`src/rtl/transmitter_burst_driver_pkg.sv`:
```
// Shared definitions for the ultrasonic transmitter burst driver.
//   state_t            : top-level FSM encoding (IDLE=0, RUN=1, DONE=2)
//   TX_HALF_PERIOD_50M : carrier half-period in clk_in cycles for a 50 MHz
//                        clock and a 40 kHz carrier
package transmitter_burst_driver_pkg;

   typedef enum logic [1:0] {
      ST_IDLE = 2'd0,
      ST_RUN  = 2'd1,
      ST_DONE = 2'd2
   } state_t;

   localparam int TX_HALF_PERIOD_50M = 625;

endpackage

```
`src/rtl/transmitter_burst_driver_channel.sv`:
```
// One transmitter channel: waits its start delay, then drives N carrier
// periods (high half first) on its pin.
// Ports:
//   clk_in    in   clock, rising edge
//   reset     in   asynchronous, active-high
//   go        in   burst accept strobe from the top FSM (one cycle)
//   kill      in   abort strobe, clears the channel at the next edge
//   en        in   channel enable, sampled on go
//   delay     in   start delay in clk_in cycles, sampled on go
//   burst_len in   carrier periods N, sampled on go
//   pin       out  registered pin drive
//   finished  out  high when idle or when this channel's burst is complete
module tx_burst_channel #(
   parameter int HALF_PERIOD = 625,
   parameter int BURST_W     = 8,
   parameter int DELAY_W     = 10
) (
   input  logic               clk_in,
   input  logic               reset,
   input  logic               go,
   input  logic               kill,
   input  logic               en,
   input  logic [DELAY_W-1:0] delay,
   input  logic [BURST_W-1:0] burst_len,
   output logic               pin,
   output logic               finished
);

   localparam int HP_W = (HALF_PERIOD > 1) ? $clog2(HALF_PERIOD) : 1;
   localparam logic [HP_W-1:0] HP_LAST = HP_W'(HALF_PERIOD - 1);

   logic               r_wait;   // counting down the start delay
   logic               r_run;    // emitting carrier periods
   logic               r_pin;    // pin level doubles as the carrier phase
   logic [DELAY_W-1:0] r_dly;
   logic [HP_W-1:0]    r_hp;
   logic [BURST_W-1:0] r_per;    // periods still to emit, including the current one

   always_ff @(posedge clk_in or posedge reset) begin
      if (reset) begin
         r_wait <= 1'b0;
         r_run  <= 1'b0;
         r_pin  <= 1'b0;
         r_dly  <= '0;
         r_hp   <= '0;
         r_per  <= '0;
      end else if (kill) begin
         r_wait <= 1'b0;
         r_run  <= 1'b0;
         r_pin  <= 1'b0;
         r_dly  <= '0;
         r_hp   <= '0;
         r_per  <= '0;
      end else if (go) begin
         r_hp  <= '0;
         r_per <= burst_len;
         r_dly <= '0;
         r_wait <= 1'b0;
         r_run  <= 1'b0;
         r_pin  <= 1'b0;
         if (en && (burst_len != '0)) begin
            if (delay == '0) begin
               // Zero delay: the pin rises on the accept edge itself.
               r_run <= 1'b1;
               r_pin <= 1'b1;
            end else begin
               r_wait <= 1'b1;
               r_dly  <= delay;
            end
         end
      end else if (r_wait) begin
         r_dly <= r_dly - DELAY_W'(1);
         // Launch on the edge where the remaining delay reaches one, so the
         // pin rises exactly 'delay' edges after the accept edge.
         if (r_dly == DELAY_W'(1)) begin
            r_wait <= 1'b0;
            r_run  <= 1'b1;
            r_pin  <= 1'b1;
            r_hp   <= '0;
         end
      end else if (r_run) begin
         if (r_hp == HP_LAST) begin
            r_hp <= '0;
            if (r_pin) begin
               r_pin <= 1'b0;
            end else if (r_per == BURST_W'(1)) begin
               // End of the low half of the last period: burst complete.
               r_run <= 1'b0;
               r_per <= '0;
            end else begin
               r_per <= r_per - BURST_W'(1);
               r_pin <= 1'b1;
            end
         end else begin
            r_hp <= r_hp + HP_W'(1);
         end
      end
   end

   assign pin      = r_pin;
   assign finished = !r_wait && !r_run;

endmodule

```
`src/rtl/transmitter_burst_driver.sv`:
```
// Multi-channel ultrasonic transmitter driver. On an accepted start it emits a
// burst of burst_len carrier periods on every enabled pin, each channel offset
// by its own delay for beam steering.
// Ports:
//   clk_in          in   clock, rising edge
//   reset           in   asynchronous, active-high
//   start           in   burst request, honoured only in IDLE and without abort
//   abort           in   synchronous cancel of a running burst
//   burst_len       in   carrier periods per burst (N)
//   ch_enable       in   per-channel enable
//   ch_delay        in   channel i delay = ch_delay[i*DELAY_W +: DELAY_W]
//   transmitter_pin out  registered pin drive
//   busy            out  high while in RUN
//   done            out  one-cycle pulse after a burst completes normally
//   dbg_state       out  current FSM state (state_t encoding)
module transmitter_burst_driver
   import transmitter_burst_driver_pkg::*;
#(
   parameter int NUM_CH      = 4,
   parameter int HALF_PERIOD = TX_HALF_PERIOD_50M,
   parameter int BURST_W     = 8,
   parameter int DELAY_W     = 10
) (
   input  logic                      clk_in,
   input  logic                      reset,
   input  logic                      start,
   input  logic                      abort,
   input  logic [BURST_W-1:0]        burst_len,
   input  logic [NUM_CH-1:0]         ch_enable,
   input  logic [NUM_CH*DELAY_W-1:0] ch_delay,
   output logic [NUM_CH-1:0]         transmitter_pin,
   output logic                      busy,
   output logic                      done,
   output logic [1:0]                dbg_state
);

   state_t            r_state;
   state_t            w_next;
   logic              r_busy;
   logic              r_done;
   logic              w_accept;
   logic              w_kill;
   logic              w_all_fin;
   logic [NUM_CH-1:0] w_fin;
   logic [NUM_CH-1:0] w_pin;

   // FSM handshake: start is a level request consumed on the edge where the
   // FSM is IDLE and abort is low; it is not queued otherwise. abort acts only
   // in RUN and always beats completion on the same edge.
   always_comb begin
      w_next   = r_state;
      w_accept = 1'b0;
      w_kill   = 1'b0;
      case (r_state)
         ST_IDLE: begin
            if (start && !abort) begin
               w_next   = ST_RUN;
               w_accept = 1'b1;
            end
         end
         ST_RUN: begin
            if (abort) begin
               w_next = ST_IDLE;
               w_kill = 1'b1;
            end else if (w_all_fin) begin
               w_next = ST_DONE;
            end
         end
         ST_DONE: w_next = ST_IDLE;
         default: w_next = ST_IDLE;
      endcase
   end

   always_ff @(posedge clk_in or posedge reset) begin
      if (reset) begin
         r_state <= ST_IDLE;
         r_busy  <= 1'b0;
         r_done  <= 1'b0;
      end else begin
         r_state <= w_next;
         r_busy  <= (w_next == ST_RUN);
         r_done  <= (w_next == ST_DONE);
      end
   end

   // The accept strobe is the input latch: each channel captures its enable,
   // delay and burst_len on that edge, so later input changes are ignored.
   // A zero-delay channel must raise its pin on that same edge, which is why
   // the capture lives in the channel rather than in a separate top register.
   for (genvar g = 0; g < NUM_CH; g++) begin : g_ch
      tx_burst_channel #(
         .HALF_PERIOD (HALF_PERIOD),
         .BURST_W     (BURST_W),
         .DELAY_W     (DELAY_W)
      ) u_ch (
         .clk_in    (clk_in),
         .reset     (reset),
         .go        (w_accept),
         .kill      (w_kill),
         .en        (ch_enable[g]),
         .delay     (ch_delay[g*DELAY_W +: DELAY_W]),
         .burst_len (burst_len),
         .pin       (w_pin[g]),
         .finished  (w_fin[g])
      );
   end

   assign w_all_fin       = &w_fin;
   assign transmitter_pin = w_pin;
   assign busy            = r_busy;
   assign done            = r_done;
   assign dbg_state       = r_state;

endmodule
```
`config.mk`:
```
export PLATFORM = sky130hd
export DESIGN_NAME = transmitter_burst_driver
export DESIGN_NICKNAME = d
export VERILOG_FILES = /design/src/rtl/transmitter_burst_driver_pkg.sv /design/src/rtl/transmitter_burst_driver_channel.sv /design/src/rtl/transmitter_burst_driver.sv
export SDC_FILE = /design/constraint.sdc
export NUM_CORES = 1
export LEC_CHECK = 0
export BUFFER_PORTS_ARGS = -buffer_cell sky130_fd_sc_hd__buf_2
export CAP_MARGIN = 20
export CORE_UTILIZATION = 55
export CTS_CLUSTER_DIAMETER = 150
export CTS_CLUSTER_SIZE = 28
export DETAILED_ROUTE_END_ITERATION = 16
export PLACE_DENSITY = 0.74
export SLEW_MARGIN = 20
export SYNTH_ARGS = -nofsm -noshare
export SYNTH_HDL_FRONTEND = slang
export SYNTH_HIERARCHICAL = 1
export SYNTH_SLANG_ARGS = --single-unit
```
`constraint.sdc`:
```
create_clock -name clk_in -period 2.7 [get_ports clk_in]
set_input_delay 0.405 -clock clk_in [delete_from_list [all_inputs] [get_ports clk_in]]
set_output_delay 0.405 -clock clk_in [all_outputs]
set_load 0.005 [all_outputs]
```
==> results.md, run 1 <==
- Endpoints failing setup: 0
- Crit path arrival time: 2710 ps
- Area Growth Syn to Fin: 15.2%
- Clk pin slew, worst setup/hold paths: 60 ps
- Post-Place Setup Slack: 225 ps
- Top delay family on crit path: simple AND/OR/NAND/NOR gates
- Synth top cells by count: dfrtp_1 (128), nor2_1 (112), nand2_1 (92), o21ai_0 (56), nor3_1 (44)
- Initial antenna violation count: 0
- Area contributors post-synth: dfrtp_1 (39%), nor2_1 (5.1%), nand2_1 (4.2%), ha_1 (3.6%), o21ai_0 (3.4%)
- Max incr delay on CP: 450 ps
- Routed vias: 7584
- DRT Pass-1 Iters: 5
- Routed length per instance: 16.4 µm
- Buf/Inv on CP: 1
- Setup_tns: 0 ps
- Leakage Power: 4.08 nW
- IO Count: 64
- Starting density of the core: 0.567
- WP depth: 6
- Syn Std Cell Area: 8270 µm²
- Crit end category: flop
- Post-synth cell types: 66
- Syn avg cell area: 8.67 µm²
- HPWL Detailed: 13500 µm
- Gp weighted congestion: 0.888
- Drt drc: 0
- Slowest cell on crit path: dfrtp_1
- Synthesized instance count: 954
- Actual slew at the worst max-slew pin: 682 ps
- Drt initial violations: 725
- Reg-to-Reg Start: dbg_state[0]
- Final worst slack: 299 ps
- Setup crit end: g_ch[2].u_ch/r_hp[6]
- Port Buffers: 63
- Die W: 125 µm
- CP Max Fanout: 55
- Layout Skew: 10.5 ps
- Slew Limit Fails: 0
- Clock latency on the worst-skew pair: 430 ps
- Clock buffer depth: 2
- Pin count of the biggest net entering global routing: 56
- GRT Util Overall: 0.270
- Vias in the first global route: 7031
- Cts repair resizes: 0
- Via-per-instance ratio: 6.23
- Clock Tree Root: clkbuf_16
- Fin Hold WS: 229 ps
- Dpl cells: 1185
- Post-Layout Cell Count: 1218
- Seq/Total Area, Yosys: 0.387
- Core box area: 14600 µm²
- Worst-path cell chain: nor4b_4, buf_12, nor2_1, and3_1, nand2b_1, o41ai_1
- Sink Count: 128
- Hold Fails Final Rpt: 0
- CTS tree: done
- CP startpoint kind: flop
- Total grt overflow: 0
- Global-route wire length before repair: 34300 µm
- R2R depth: 6
- Synth warnings: 6
- RSZ-0062 raised after global routing: no
- Slew HR: 0.542
- Status: finished clean
- Kind of critical path: reg -> reg
- Syn_nets: 1034
- Yosys top cell area share: 0.387
- Number of synthesized flops with an enable pin: 0
- Site row count: 44
- Fraction of layout cells with a size suffix above 1: 0.149
- Clock buffer count from CTS: 17
- Data required time of the worst path: 3010 ps
- Worst R2R Setup Slack: 300 ps
- Antenna diodes: 0
- Reg2reg end: g_ch[2].u_ch/r_hp[6]
- H-tree depth: 4
- Final nets: 1101
- Cell taking the most area after synthesis: dfrtp_1
- Final core occ: 0.653
- Final critical-path share of the clock period: 0.889
- Max VDD drop: 0.560 mV
- Die ar.: 15500 µm²
- Ys flop type: dfrtp_1
- WL final: 19900 µm
- F_max: 416 MHz
- Async SR Flop Fraction: 1.00
- Hold Path Class: in -> reg
- Top-count cell post-synth: dfrtp_1
- Die Y-Extent: 125 µm
- Synthesis-stage register bit count: 128
- Fin crit period: 2400 ps
- Max_cap viols: 0
- Final antenna-violating net count: 0
- P per Cell Area: 1020 nW/µm²
- Crit path launch: dbg_state[0]
## final cells by class
| type | instances | area (µm²) |
|---|---|---|
| clock inverter | 9 | 155 |
| tap | 184 | 230 |
| clock buffer | 23 | 478 |
| sequential | 128 | 3200 |
| inverter | 41 | 154 |
| multi-input combinational | 745 | 4770 |
| fill | 1190 | 5060 |
| timing repair buffer | 88 | 543 |
## sequential cells by signal, indices dropped and copies added, names as in the netlist
name and flops:
g_ch.u_ch/pin 4, g_ch.u_ch/r_wait 4, dbg_state 2, g_ch.u_ch/r_run 4
done 1, g_ch.u_ch/r_dly 40, busy 1, g_ch.u_ch/r_per 32
g_ch.u_ch/r_hp 40
## repair_timing
item,CTS,global route
endpoints found under the hold margin,10,0
setup buffers,0,0
hold buffers,1,0
## worst register-to-register path: cells and delay by family, from the launching register on
kind	cells	cell delay, ps
buffers and inverters	1	300
AOI/OAI and AO/OA	1	400
and+or+nand+nor	4	1140
DFF	1	450
## placed cells by master (no fill, tap or decap), drive strengths merged, types with 30 or more instances in the layout
master	netlist	layout
inv	41	41
a21oi	38	38
nand3	30	30
nand2	92	92
dfrtp	128	128
buf	8	87
nor2	112	112
o21ai	59	59
nor3	47	47
o31ai	39	39
## per-stage QoR
step           total power (W)  cell area (µm²)
2_1_floorplan          0.00628             8270
3_3_place_gp           0.00714             8890
3_5_place_dp           0.00721             8890
4_1_cts                0.00971             9530
5_1_grt                 0.0105             9530
6_report               0.00971             9530
## cells by family (layout without fill, tap and decap cells)
logic type / count (synthesis) / in the layout / share of synthesized area
XOR/XNOR: 34 / 34 / 0.0360
AND/OR/NAND/NOR: 431 / 431 / 0.276
multiplexers: 2 / 2 / 0.00257
AO/OA/AOI/OAI: 254 / 254 / 0.224
buffers and inverters: 81 / 161 / 0.0377
adder cells (fa/ha/maj): 24 / 24 / 0.0363
flip-flops: 128 / 128 / 0.387
## where the power goes
group | switching, W | internal (W) | leakage (nW)
clock network | 0.000847 | 0.00162 | 0.307
logic | 0.00212 | 0.00173 | 2.10
registers | 0.000849 | 0.00255 | 1.67
## worst min path at each step
stage | start | end | slack [ps] | cells past startpoint
CTS | ch_delay[39] | g_ch[3].u_ch/r_dly[9] | 220 | 3
detailed placement | reset | done | 370 | 2
finish | ch_delay[20] | g_ch[2].u_ch/r_dly[0] | 230 | 3
global placement | reset | done | 370 | 2
global route | ch_delay[39] | g_ch[3].u_ch/r_dly[9] | 220 | 3
floorplan | reset | busy | 170 | 1
## metal layers
| layer | vias to the layer above | global-route usage | share of wire |
|---|---|---|---|
| met5 | - | 0 | 0 |
| met4 | 0 | 0.0780 | 0.0095 |
| met3 | 21 | 0.0601 | 0.051 |
| met2 | 213 | 0.426 | 0.48 |
| met1 | 3663 | 0.371 | 0.46 |
| li1 | 3687 | - | - |
(Power assumes the default switching activity.)
==> run 2: changes to the inputs <==
--- a/config.mk
+++ b/config.mk
@@ -7,11 +7,13 @@
 export LEC_CHECK = 0
 export BUFFER_PORTS_ARGS = -buffer_cell sky130_fd_sc_hd__buf_2
 export CAP_MARGIN = 20
-export CORE_UTILIZATION = 55
+export CELL_PAD_IN_SITES_DETAIL_PLACEMENT = 1
+export CELL_PAD_IN_SITES_GLOBAL_PLACEMENT = 2
+export CORE_UTILIZATION = 41
 export CTS_CLUSTER_DIAMETER = 150
 export CTS_CLUSTER_SIZE = 28
 export DETAILED_ROUTE_END_ITERATION = 16
-export PLACE_DENSITY = 0.74
+export PLACE_DENSITY_LB_ADDON = 0.15
 export SLEW_MARGIN = 20
 export SYNTH_ARGS = -nofsm -noshare
 export SYNTH_HDL_FRONTEND = slang
==> constraint.sdc (replaced) <==
create_clock -name clk_in -period 2.95 [get_ports clk_in]
set_input_delay 0.4425 -clock clk_in [delete_from_list [all_inputs] [get_ports clk_in]]
set_output_delay 0.4425 -clock clk_in [all_outputs]
set_load 0.005 [all_outputs]
==> results.md, run 2 (synthesis gave the netlist of run 1 again) <==
- Status: finished clean
- Clock Tree Root: clkbuf_16
- Core box area: 19600 µm² (+34%)
- Drt initial violations: 444 (-39%)
- Antenna diodes: 0 (unchanged)
- Setup_tns: 0 ps (unchanged)
- Hold_buf cts: 1 (unchanged)
- Sink Count: 128 (unchanged)
- Fraction of layout cells with a size suffix above 1: 0.149 (+0.000289)
- Initial antenna violation count: 1 (+1)
- IO Count: 64 (unchanged)
- P per Cell Area: 959 nW/µm² (-5.9%)
- Global-route wire length before repair: 40600 µm (+18%)
- Leakage Power: 4.10 nW (+0.56%)
- Site row count: 51 (+16%)
- Port Buffers: 63 (unchanged)
- Final worst slack: 432 ps (+133 ps)
- Layout Skew: 5.94 ps (-4.51 ps)
- Die Y-Extent: 144 µm (+16%)
- Post-Place Setup Slack: 376 ps (+151 ps)
- Endpoints failing setup: 0 (unchanged)
- CP startpoint kind: flop
- CTS tree: done
- Die W: 144 µm (+16%)
- Total grt overflow: 0 (unchanged)
- Area Growth Syn to Fin: 16.9%
- Max VDD drop: 0.414 mV (-26%)
- Hold Fails Final Rpt: 0 (unchanged)
- Slew HR: 0.440 (-0.102)
- Most frequent cells in the layout: dfrtp_1 (128), nor2_1 (111), nand2_1 (92)
- Via-per-instance ratio: 5.87 (-5.8%)
- Max_cap viols: 0 (unchanged)
- Routed length per instance: 18.7 µm (+14%)
- Gr busiest metal: met2
- Gp weighted congestion: 0.821 (-7.5%)
- HPWL Detailed: 16600 µm (+23%)
- Met2 Track Usage GR: 0.411 (-0.0150)
- Kind of critical path: reg -> reg
- Clk pin slew, worst setup/hold paths: 60 ps (about the same)
- Final nets: 1099 (-0.18%)
- Clock buffer depth: 2 (unchanged)
- Number of post-CTS setup repair buffers: 0 (unchanged)
- Fin Hold WS: 277 ps (+47.9 ps)
- Top delay family on crit path: simple AND/OR/NAND/NOR gates
- Slowest cell on crit path: dfrtp_1
- Fin crit period: 2520 ps (+117 ps)
- F_max: 397 MHz (-4.6%)
- Biggest regs: g_ch.u_ch/r_dly (40), g_ch.u_ch/r_hp (40), g_ch.u_ch/r_per (32)
- Clock latency on the worst-skew pair: 420 ps (about the same)
- Worst-path cell chain: nor4b_4, buf_12, nor2_1, and3_1, nand2b_1, o41ai_1
- Pin count of the biggest net entering global routing: 43 (-23%)
- Dpl cell area: 8970 µm² (+0.97%)
- DRT Pass-1 Iters: 4 (-1)
- CP Max Fanout: 42 (-24%)
- Clock buffer count from CTS: 17 (unchanged)
- Buf/Inv on CP: 1 (unchanged)
- Crit end category: flop
- Crit path arrival time: 2830 ps (+120 ps)
- H-tree depth: 4 (unchanged)
- Final critical-path share of the clock period: 0.854 (-0.0357)
- GRT Util Overall: 0.250 (-0.0197)
- Hold Path Class: in -> reg
- Die ar.: 20800 µm² (+34%)
- Starting density of the core: 0.422 (-0.145)
- Global Route met3 Usage: 0.0477 (-0.0125)
- Slew Limit Fails: 0 (unchanged)
- WL final: 24200 µm (+22%)
- Vias in the first global route: 7816 (+11%)
- Final antenna-violating net count: 0 (unchanged)
- RSZ-0062 raised after global routing: no
- Actual slew at the worst max-slew pin: 833 ps (+151 ps)
- Data required time of the worst path: 3260 ps (+250 ps)
- GR Util met1: 0.337 (-0.0343)
- Drt drc: 0 (unchanged)
- Commonest non-fill, non-tap cell in the layout: dfrtp_1
- Design area: 9670 µm² (+1.5%)
- Max incr delay on CP: 480 ps (+30 ps)
- Cts repair resizes: 0 (unchanged)
- Routed vias: 7607 (+0.30%)
==> run 2: cell types whose count changed in the layout (fill, tap and decap cells not counted) <==
cell	previous run	this run
buf_4	21	19
bufinv_16	4	6
clkbuf_1	3	1
clkbuf_8	3	4
clkinv_2	2	3
clkinv_4	2	1
clkinvlp_4	1	0
==> run 2: per-stage QoR <==
step	cells	utilization	total power, W
2_1_floorplan	954	-	0.00575
3_3_place_gp	1264	0.458	0.00671
3_5_place_dp	1264	0.458	0.00680
4_1_cts	1297	0.494	0.00935
5_1_grt	1297	0.494	0.00999
6_report	1297	0.494	0.00927
==> run 2: worst register-to-register path, delay by kind of cell, from the launching register on <==
kind	cells	cell delay, ps
AND/OR/NAND/NOR	4	1280
flip-flops	1	480
buffers and inverters	1	270
AO/OA/AOI/OAI	1	380
==> run 2: path summary, 6_finish.rpt <==
| path | from | endpoint | slack [ps] | depth (start not counted) |
|---|---|---|---|---|
| setup / recovery | dbg_state[0] | g_ch[0].u_ch/r_hp[6] | 430 | 6 |
| max in group asynchronous | reset | g_ch[1].u_ch/r_dly[0] | 1890 | 4 |
| min in group asynchronous | reset | busy | 540 | 3 |
| hold / removal | ch_delay[20] | g_ch[2].u_ch/r_dly[0] | 280 | 3 |
| hold reg to reg | g_ch[3].u_ch/r_hp[6] | g_ch[3].u_ch/r_hp[6] | 470 | 1 |
| setup reg to reg | dbg_state[0] | g_ch[0].u_ch/r_hp[6] | 430 | 6 |
==> run 2: layer usage <==
layer / vias to the layer above / share of wire
met4: 2 / 0.0088
met5: - / 0.00033
met2: 94 / 0.47
li1: 3675 / -
met3: 21 / 0.030
met1: 3815 / 0.49
==> run 2: final cells by class <==
type | instances | area, µm²
clock buffers | 22 | 484
clock inverters | 10 | 204
fillers | 2332 | 9920
inverters | 41 | 154
multi-input cells | 745 | 4770
flip-flops and latches | 128 | 3200
well taps | 265 | 332
repair buffers | 86 | 528
==> run 2: report_power, final <==
| group | total [W] | switching [W] | internal (W) |
|---|---|---|---|
| sequential | 0.00315 | 0.000817 | 0.00233 |
| combinational | 0.00365 | 0.00207 | 0.00158 |
| clock | 0.00247 | 0.000797 | 0.00167 |
